**src/rtl/pc_seq_pkg.sv**
```systemverilog
// Shared types and constants for the program-counter sequencer.
// Optional alignment checking is enabled with PC_SEQ_ALIGN_CHECK_EN.
package pc_seq_pkg;

   localparam int unsigned INSTR_BYTES = 4;
   localparam logic [31:0] DEF_RESET_VECTOR = 32'h0000_0000;
   localparam logic [31:0] DEF_EXC_VECTOR = 32'h0000_0080;

   typedef enum logic [1:0] {
      BOOT,
      FETCH,
      HOLD
   } state_e;

   typedef enum logic [2:0] {
      RD_NONE,
      RD_BR,
      RD_J,
      RD_JR,
      RD_EXC
   } rd_src_e;

   // J-type target keeps the region bits of the delay-slot address.
   function automatic logic [31:0] jump_addr(
      input logic [31:0] pc4,
      input logic [25:0] index
   );
      return {pc4[31:28], index, 2'b00};
   endfunction

endpackage

```
**src/rtl/pc_sequencer_next_pc_sel.sv**
```systemverilog
// Redirect priority select and target formation for the PC sequencer.
// With PC_SEQ_ALIGN_CHECK_EN a misaligned jr/branch target is flagged.
module next_pc_sel
   import pc_seq_pkg::*;
(
   input  logic        stall,
   input  logic        exc,
   input  logic        jr,
   input  logic [31:0] jr_target,
   input  logic        jump,
   input  logic [25:0] jump_index,
   input  logic        branch,
   input  logic [31:0] branch_target,
   input  logic [31:0] pc4,
   output rd_src_e     src,
`ifdef PC_SEQ_ALIGN_CHECK_EN
   output logic        misalign,
`endif
   output logic [31:0] target
);

   logic        sel_exc;
   logic        sel_jr;
   logic        sel_j;
   logic        sel_br;
   logic [31:0] raw;

   // One-hot grant: exception beats everything, stall masks the rest.
   assign sel_exc = exc;
   assign sel_jr = !exc && !stall && jr;
   assign sel_j = !exc && !stall && !jr && jump;
   assign sel_br = !exc && !stall && !jr && !jump && branch;

   always_comb begin
      src = RD_NONE;
      raw = pc4;
      unique case (1'b1)
         sel_exc: src = RD_EXC;
         sel_jr: begin
            src = RD_JR;
            raw = jr_target;
         end
         sel_j: begin
            src = RD_J;
            raw = jump_addr(pc4, jump_index);
         end
         sel_br: begin
            src = RD_BR;
            raw = branch_target;
         end
         default: src = RD_NONE;
      endcase
   end

`ifdef PC_SEQ_ALIGN_CHECK_EN
   assign misalign = (sel_jr || sel_br) && (raw[1:0] != 2'b00);
   assign target = raw;
`else
   assign target = {raw[31:2], 2'b00};
`endif

endmodule

```
**src/rtl/pc_sequencer.sv**
```systemverilog
// Program counter owner and instruction fetch sequencer.
// Build with PC_SEQ_ALIGN_CHECK_EN to trap misaligned jr/branch targets.
module pc_sequencer #(
   parameter logic [31:0] RESET_VECTOR = pc_seq_pkg::DEF_RESET_VECTOR,
   parameter logic [31:0] EXC_VECTOR = pc_seq_pkg::DEF_EXC_VECTOR,
   parameter int unsigned INSTR_BYTES = pc_seq_pkg::INSTR_BYTES
) (
   input  logic        clk,
   input  logic        rst_n,
   input  logic        stall_i,
   input  logic        branch_taken_i,
   input  logic [31:0] branch_target_i,
   input  logic        jump_i,
   input  logic [25:0] jump_target_i,
   input  logic        jr_i,
   input  logic [31:0] jr_target_i,
   input  logic        exc_i,
   output logic        imem_req_o,
   output logic [31:0] imem_addr_o,
   input  logic        imem_ready_i,
   output logic [31:0] pc_o,
   output logic [31:0] pc4_o,
   output logic        valid_o,
`ifdef PC_SEQ_ALIGN_CHECK_EN
   output logic        misalign_o,
`endif
   output logic [31:0] epc_o
);

   import pc_seq_pkg::*;

   state_e      state;
   rd_src_e     src;
   logic [31:0] pc;
   logic [31:0] pc4;
   logic [31:0] epc;
   logic [31:0] target;
   logic        valid;
`ifdef PC_SEQ_ALIGN_CHECK_EN
   logic        misalign;
   logic        misalign_q;
`endif

   assign pc4 = pc + 32'(INSTR_BYTES);

   next_pc_sel u_sel (
      .stall        (stall_i),
      .exc          (exc_i),
      .jr           (jr_i),
      .jr_target    (jr_target_i),
      .jump         (jump_i),
      .jump_index   (jump_target_i),
      .branch       (branch_taken_i),
      .branch_target(branch_target_i),
      .pc4          (pc4),
      .src          (src),
`ifdef PC_SEQ_ALIGN_CHECK_EN
      .misalign     (misalign),
`endif
      .target       (target)
   );

   always_ff @(posedge clk or negedge rst_n) begin
      if (!rst_n) begin
         state <= BOOT;
         pc <= RESET_VECTOR;
         epc <= 32'h0;
         valid <= 1'b0;
`ifdef PC_SEQ_ALIGN_CHECK_EN
         misalign_q <= 1'b0;
`endif
      end else begin
`ifdef PC_SEQ_ALIGN_CHECK_EN
         misalign_q <= 1'b0;
`endif
         unique case (state)
            BOOT: state <= FETCH;
            FETCH: begin
               if (src == RD_EXC) begin
                  pc <= EXC_VECTOR;
                  epc <= pc;
                  valid <= 1'b0;
               end else if (stall_i) begin
                  // Any ready data this cycle is dropped and refetched.
                  state <= HOLD;
               end else if (src != RD_NONE) begin
                  valid <= 1'b0;
`ifdef PC_SEQ_ALIGN_CHECK_EN
                  if (misalign) begin
                     pc <= EXC_VECTOR;
                     epc <= target;
                     misalign_q <= 1'b1;
                  end else begin
                     pc <= target;
                  end
`else
                  pc <= target;
`endif
               end else if (imem_ready_i) begin
                  pc <= pc4;
                  valid <= 1'b1;
               end else begin
                  valid <= 1'b0;
               end
            end
            HOLD: begin
               if (src == RD_EXC) begin
                  pc <= EXC_VECTOR;
                  epc <= pc;
                  valid <= 1'b0;
                  state <= FETCH;
               end else if (!stall_i) begin
                  state <= FETCH;
               end
            end
            default: state <= BOOT;
         endcase
      end
   end

   assign imem_req_o = (state == FETCH);
   assign imem_addr_o = pc;
   assign pc_o = pc;
   assign pc4_o = pc4;
   assign valid_o = valid;
   assign epc_o = epc;
`ifdef PC_SEQ_ALIGN_CHECK_EN
   assign misalign_o = misalign_q;
`endif

endmodule
```
**config.mk**
```make
export PLATFORM = sky130hd
export DESIGN_NAME = pc_sequencer
export DESIGN_NICKNAME = d
export VERILOG_FILES = /design/src/rtl/pc_seq_pkg.sv /design/src/rtl/pc_sequencer_next_pc_sel.sv /design/src/rtl/pc_sequencer.sv
export SDC_FILE = /design/constraint.sdc
export NUM_CORES = 1
export LEC_CHECK = 0
export CORE_ASPECT_RATIO = 0.6
export CORE_MARGIN = 2
export CORE_UTILIZATION = 25
export CTS_CLUSTER_DIAMETER = 100
export CTS_CLUSTER_SIZE = 25
export DETAILED_ROUTE_END_ITERATION = 12
export HOLD_SLACK_MARGIN = 0.06
export PLACE_DENSITY = 0.61
export SETUP_SLACK_MARGIN = 0.05
export SYNTH_ARGS = -nofsm -noshare
export SYNTH_HDL_FRONTEND = slang
export SYNTH_SLANG_ARGS = --single-unit
```
**constraint.sdc**
```tcl
create_clock -name clk -period 5.1 [get_ports clk]
set_input_delay 0.51 -clock clk [delete_from_list [all_inputs] [get_ports clk]]
set_output_delay 0.51 -clock clk [all_outputs]
set_load 0.01 [all_outputs]
```
==> summary.md, run 1 <==
| Metric | Value |
|---|---|
| Status | finished clean |
| Clock tree sinks | 63 |
| Number of global-route vias before repair | 4438 |
| Clock Pin Slew Worst Setup and Hold Paths | 0.06 ns |
| Slowest cell delay on critical path | 0.57 ns |
| Final setup violation count | 0 |
| Clock Skew | 0.0104 ns |
| Post-DR wirelength/cell | 19.8 µm |
| Post-synth EDFFs | 0 |
| Initial antenna violation count | 0 |
| Core Footprint | 17200 µm² |
| DRT iter0 DRCs | 415 |
| CTS tree | done |
| Unrepaired setup endpoints after global routing | false |
| Worst-skew pair later-pin latency | 0.34 ns |
| Post-Syn Area | 4380 µm² |
| Min cycle time layout | 3.72 ns |
| Post-CTS sizing | 0 |
| Final nets | 730 |
| Syn_area_per_cell | 9.53 µm² |
| Root Driver | clkbuf_16 |
| Drc violations | 0 |
| Worst-path cell chain | ha_1 > nand3_1 > nor4_2 > nand4_1 > xnor2_1 > clkdlybuf4s50_1 |
| Largest net degree at the start of global routing | 64 |
| Chip Height | 107 µm |
| Routed WL | 17100 µm |
| Vias post-DR | 4502 |
| Worst relative slew slack | 0.251 |
| Asr flop ratio synth | 1.00 |
| Total CTS buffers | 9 |
| Die Area | 18600 µm² |
| Sum Neg Setup Slack | 0 ns |
| Met2 Use GR | 0.287 |
| Peak VDD IR | 0.202 mV |
| Initial DRT Pass Iterations | 8 |
| Global-route wire length before repair | 25600 µm |
| Met1 Usage GRT | 0.240 |
| Grt total ovfl | 0 |
| Layer with the highest usage | met2 |
| DP HPWL | 12800 µm |
| LEAKAGE | 2.67 nW |
| Flops & latches, synth | 63 |
| Hold crit path type | input port to async pin |
| Peak Freq | 0.269 GHz |
| Worst slew pin tran | 1.12 ns |
| Slew Limit Fails | 0 |
| Worst Setup End Kind | output port |
| Fin crit share | 0.730 |
| Final instance area | 6790 µm² |
| Critical path class | flip-flop to output port |
| Total global-route track usage | 0.179 |
| Initial Utilization | 0.255 |
| Top FF cell, synth | dfrtp_1 |
| Final Hold Violating Endpoints | 0 |
| Sequential area share after synthesis | 0.360 |
| Syn Inst Count | 460 |
| Yosys warns | 0 |
| Post-CTS Setup Bufs | 0 |
| Critical Path RT | 4.59 ns |
| Cell family with most CP delay | simple AND/OR/NAND/NOR gates |
| Hold Buf Count CTS | 0 |
| Antenna fix cells | 0 |
| Clk buf depth | 2 |
| DP Area | 6470 µm² |
| IO buf count | 215 |
| Critical-path top delay cell | dfrtp_1 |
| H-tree depth reported by CTS | 3 |
| Drt via density | 5.19 |
| Worst EP arrival | 3.21 ns |
| CP max FO | 9 |
| Most frequent cells in the layout | 214 x clkdlybuf4s50_1, 63 x dfrtp_1, 27 x nand2_1, 24 x o21ai_0, 22 x a222oi_1 |
| Cell Pwr Density | 543 nW/µm² |
| Commonest non-fill, non-tap cell in the layout | clkdlybuf4s50_1 |
| Share of cells above drive strength 1 | 0.104 |
| Chip width | 175 µm |
| Worst path bufs/invs | 1 |
| Startpoint types | flip-flop |
| I/O pin total | 228 |
| Final RePlAce weighted congestion | 0.830 |
| Synth cell types | 66 |
| MaxCap Viol Count | 0 |
| Post-route ant nets | 0 |
| Synth-to-Final Area Change | 54.9% |
| Rows | 37 |
| M3 GR Usage | 0.0472 |
## cell families (layout without fill, tap and decap cells)
kind of cell | Yosys count | count (layout) | synth area share
mux | 24 | 24 | 0.0608
simple gates | 118 | 118 | 0.166
compound gates | 135 | 135 | 0.231
fa+ha+maj | 4 | 4 | 0.0114
other cells | 1 | 8 | 0.000855
xor+xnor | 28 | 28 | 0.0559
flops | 63 | 63 | 0.360
buf+inv | 87 | 253 | 0.114
## power by group
part	switching, mW	internal (mW)	total (mW)
clock network	0.243	0.442	0.685
logic	0.957	1.05	2.01
registers	0.304	0.695	0.998
## final cells by class
class / count / area (µm²)
Tap cell: 234 / 293
Inverter: 17 / 63.8
Clock inverter: 5 / 81.3
Multi-Input combinational cell: 317 / 2350
Sequential cell: 63 / 1580
Fill cell: 1698 / 10400
Clock buffer: 11 / 243
Timing Repair Buffer: 220 / 2190
## flip-flops by register name, summed over array words and instances, names as in the netlist
register and cells:
valid_o 1, epc_o 30, imem_addr_o 30, state 2
## final timing paths
check / from / to / slack (ns) / cells past startpoint
min: rst_n / epc_o[27] / 0.29 / 1
min in group clk: epc_o[14] / epc_o[14] / 0.48 / 2
max reg2reg: state[0] / imem_addr_o[24] / 2.44 / 7
min reg2reg: epc_o[14] / epc_o[14] / 0.48 / 2
max: imem_addr_o[2] / pc4_o[28] / 1.38 / 6
max in group asynchronous: rst_n / imem_addr_o[16] / 4.21 / 1
## synth_stat cells, types with 2 or more instances
| master | n | area, µm² |
|---|---|---|
| dfrtp_1 | 63 | 1580 |
| buf_4 | 41 | 308 |
| nand2_1 | 28 | 105 |
| o21ai_0 | 24 | 120 |
| a222oi_1 | 22 | 220 |
| mux2_2 | 21 | 236 |
| xnor2_1 | 19 | 166 |
| nor2_1 | 18 | 67.6 |
| clkbuf_1 | 17 | 63.8 |
| inv_1 | 17 | 63.8 |
| a21oi_1 | 14 | 70.1 |
| a22o_1 | 13 | 114 |
| nand3_1 | 12 | 60.1 |
| buf_2 | 10 | 50.1 |
| nand4_1 | 10 | 62.6 |
| and3_1 | 9 | 56.3 |
| xor2_1 | 9 | 78.8 |
| nor3_1 | 8 | 40.0 |
| a22oi_1 | 7 | 52.6 |
| o21ai_1 | 7 | 35.0 |
| o22ai_1 | 7 | 43.8 |
| o31a_1 | 7 | 61.3 |
| o31ai_1 | 5 | 37.5 |
| a21boi_0 | 4 | 30.0 |
| ha_1 | 4 | 50.1 |
| nand3_2 | 4 | 40.0 |
| a221o_1 | 3 | 30.0 |
| mux2i_1 | 3 | 30.0 |
| nor4_1 | 3 | 18.8 |
| o21a_1 | 3 | 22.5 |
| a211o_1 | 2 | 17.5 |
| a21o_1 | 2 | 15.0 |
| nand2b_1 | 2 | 12.5 |
| nand3_4 | 2 | 35.0 |
| nand4_2 | 2 | 25.0 |
| nor2_2 | 2 | 12.5 |
| nor2b_1 | 2 | 12.5 |
| nor4_4 | 2 | 42.5 |
| nor4b_1 | 2 | 17.5 |
| o2bb2ai_1 | 2 | 17.5 |
| or3_1 | 2 | 12.5 |
| or4_4 | 2 | 22.5 |
## layer usage
metal	part of all wire	wire, µm
met5	0	0
met4	0.011	181
met3	0.075	1290
met2	0.46	7820
met1	0.46	7840
## through the flow
stage	power, mW	std cells	hold WS (ns)	setup WS (ns)	utilization
after floorplan	2.01	467	0.214	2.75	-
after global placement	2.97	851	0.467	1.66	0.377
after detailed placement	3.02	851	0.473	1.54	0.377
after CTS	3.71	867	0.317	1.42	0.395
after global routing	3.90	867	0.353	1.24	0.395
final	3.69	867	0.287	1.38	0.395
Power figures use the tool's default switching activity.
==> run 2: changes to the inputs <==
PLACE_DENSITY = 0.63   (was 0.61)
clock period = 3.05 ns   (was 5.1 ns; I/O delays follow)
==> run 2 against run 1 <==
  * Via count rose by 1.3%
  * Worst hold slack got worse by 0.23 ns
  * Final cell count rose by 2.8%
  * Largest cell class unchanged
  * Worst setup slack got worse by 1.2 ns
  * Clock-buffer cell count fell by 2
  * Critical path type unchanged
  * Design area rose by 2.7%
  * Highest routed layer unchanged
  * First-iteration DRC count rose by 1.2%
==> summary.md, run 2 (synthesis results as in run 1) <==
| Metric | Value |
|---|---|
| Status | finished clean |
| Total CTS buffers | 9 |
| DRT iter0 DRCs | 420 |
| Worst Hold Margin | 0.0570 ns |
| Final worst setup slack | 0.168 ns |
| Clock tree sinks | 63 |
| Initial Utilization | 0.255 |
| I/O pin total | 228 |
| Routed wl met3 | 1450 µm |
| Post-DR wirelength/cell | 19.5 µm |
| Largest net degree at the start of global routing | 64 |
| Worst-skew pair later-pin latency | 0.34 ns |
| Final setup violation count | 0 |
| Worst Setup End Kind | output port |
| Die Area | 18600 µm² |
| Initial DRT Pass Iterations | 8 |
| Routed WL | 17400 µm |
| Final instance area | 6980 µm² |
| Root Driver | clkbuf_16 |
| Vias post-DR | 4561 |
| Rows | 37 |
| Clock Pin Slew Worst Setup and Hold Paths | 0.06 ns |
| Chip width | 175 µm |
| Drt via density | 5.12 |
| Post-route ant nets | 0 |
| Multi-input combinational cell area | 2390 µm² |
| Share of cells above drive strength 1 | 0.155 |
| M1 WL | 7900 µm |
| Final nets | 754 |
| Worst EP arrival | 2.58 ns |
| Critical path class | flip-flop to output port |
| Final RePlAce weighted congestion | 0.850 |
| IO buf count | 215 |
| Synth-to-Final Area Change | 59.1% |
| Chip Height | 107 µm |
| Grt total ovfl | 0 |
| Metal2 WL | 7860 µm |
| Initial antenna violation count | 0 |
| Register area | 1590 µm² |
| Total global-route track usage | 0.183 |
| Non-filler cells, final | 891 |
| H-tree depth reported by CTS | 3 |
| Number of global-route vias before repair | 4584 |
| Antenna fix cells | 0 |
| Sum Neg Setup Slack | 0 ns |
| Final core utilization | 0.406 |
| CP startpoint | imem_addr_o[6] |
| Most frequent cells in the layout | 214 x clkdlybuf4s50_1, 56 x dfrtp_1, 30 x buf_4, 27 x nand2_1, 24 x o21ai_0 |
| Min cycle time layout | 2.88 ns |
| # fillers | 1691 |
| Worst R2R Start | state[0] |
| Worst relative slew slack | 0.416 |
| Core Footprint | 17200 µm² |
| CP max FO | 8 |
| Startpoint types | flip-flop |
| Clk buf depth | 2 |
| Overall Power | 6.23 mW |
| Critical Path RT | 2.74 ns |
| Worst slew pin tran | 0.876 ns |
| DP Area | 6630 µm² |
| Hold crit path type | input port to async pin |
| Clock Skew | 0.00680 ns |
| Commonest non-fill, non-tap cell in the layout | clkdlybuf4s50_1 |
| DP HPWL | 13500 µm |
| Dpl ws | 0.225 ns |
| Final Hold Violating Endpoints | 0 |
| MaxCap Viol Count | 0 |
| CTS tree | done |
| Fin crit share | 0.945 |
| Peak Freq | 0.347 GHz |
| LEAKAGE | 2.76 nW |
| Drc violations | 0 |
| Unrepaired setup endpoints after global routing | false |
| Global-route wire length before repair | 26300 µm |
| Cell Pwr Density | 893 nW/µm² |
| Slew Limit Fails | 0 |
| Placed cell count | 873 |
| Peak VDD IR | 0.335 mV |
| Top layer reached by signal wires | met4 |
[run 2: changes by cell type in the layout (fill, tap and decap cells not counted), sizes merged]
cell / previous run / this run
buf: 6 / 30
bufinv: 2 / 0
clkbuf: 11 / 9
clkinv: 2 / 5
inv: 17 / 18
[run 2: final cells by class]
class,instances,share of cell area
clock buffers,9,0.0323
clock inverters,7,0.00700
inverters,17,0.00915
multi-input cells,317,0.343
flip-flops and latches,63,0.227
well taps,234,0.0420
repair buffers,244,0.339
[run 2: worst max-delay path, stage by stage, from the launching register on]
cell,delay (ns)
dfrtp_1,0.51
nand3_4,0.20
or4_4,0.58
nor3_2,0.21
xor2_1,0.17
clkdlybuf4s50_1,0.58
[run 2: power by group]
group,leakage (nW),switching [mW],internal [mW]
registers,0.828,0.444,1.17
logic,1.80,1.73,1.91
clock network,0.136,0.416,0.551
total,2.76,2.59,3.64
[run 2: final timing paths]
kind	slack (ns)	cells past startpoint	to
setup reg to reg	0.61	7	imem_addr_o[13]
setup / recovery	0.17	5	pc4_o[20]
hold / removal	0.06	1	epc_o[29]
max in group asynchronous	2.33	1	imem_addr_o[5]
hold reg to reg	0.48	2	epc_o[12]
min in group clk	0.48	2	epc_o[12]
[run 2: timing repair]
item                       CTS  global route
hold buffers                 0             0
buffers inserted             1             1
setup endpoints to repair    9            13
resized for setup            4            11
pin swaps                    2             1
[run 2: routing by layer]
metal | global-route usage | vias to the layer above
met5 | 0 | -
met4 | 0.0393 | 0
met3 | 0.0539 | 19
met2 | 0.285 | 221
met1 | 0.253 | 2242
li1 | - | 2079
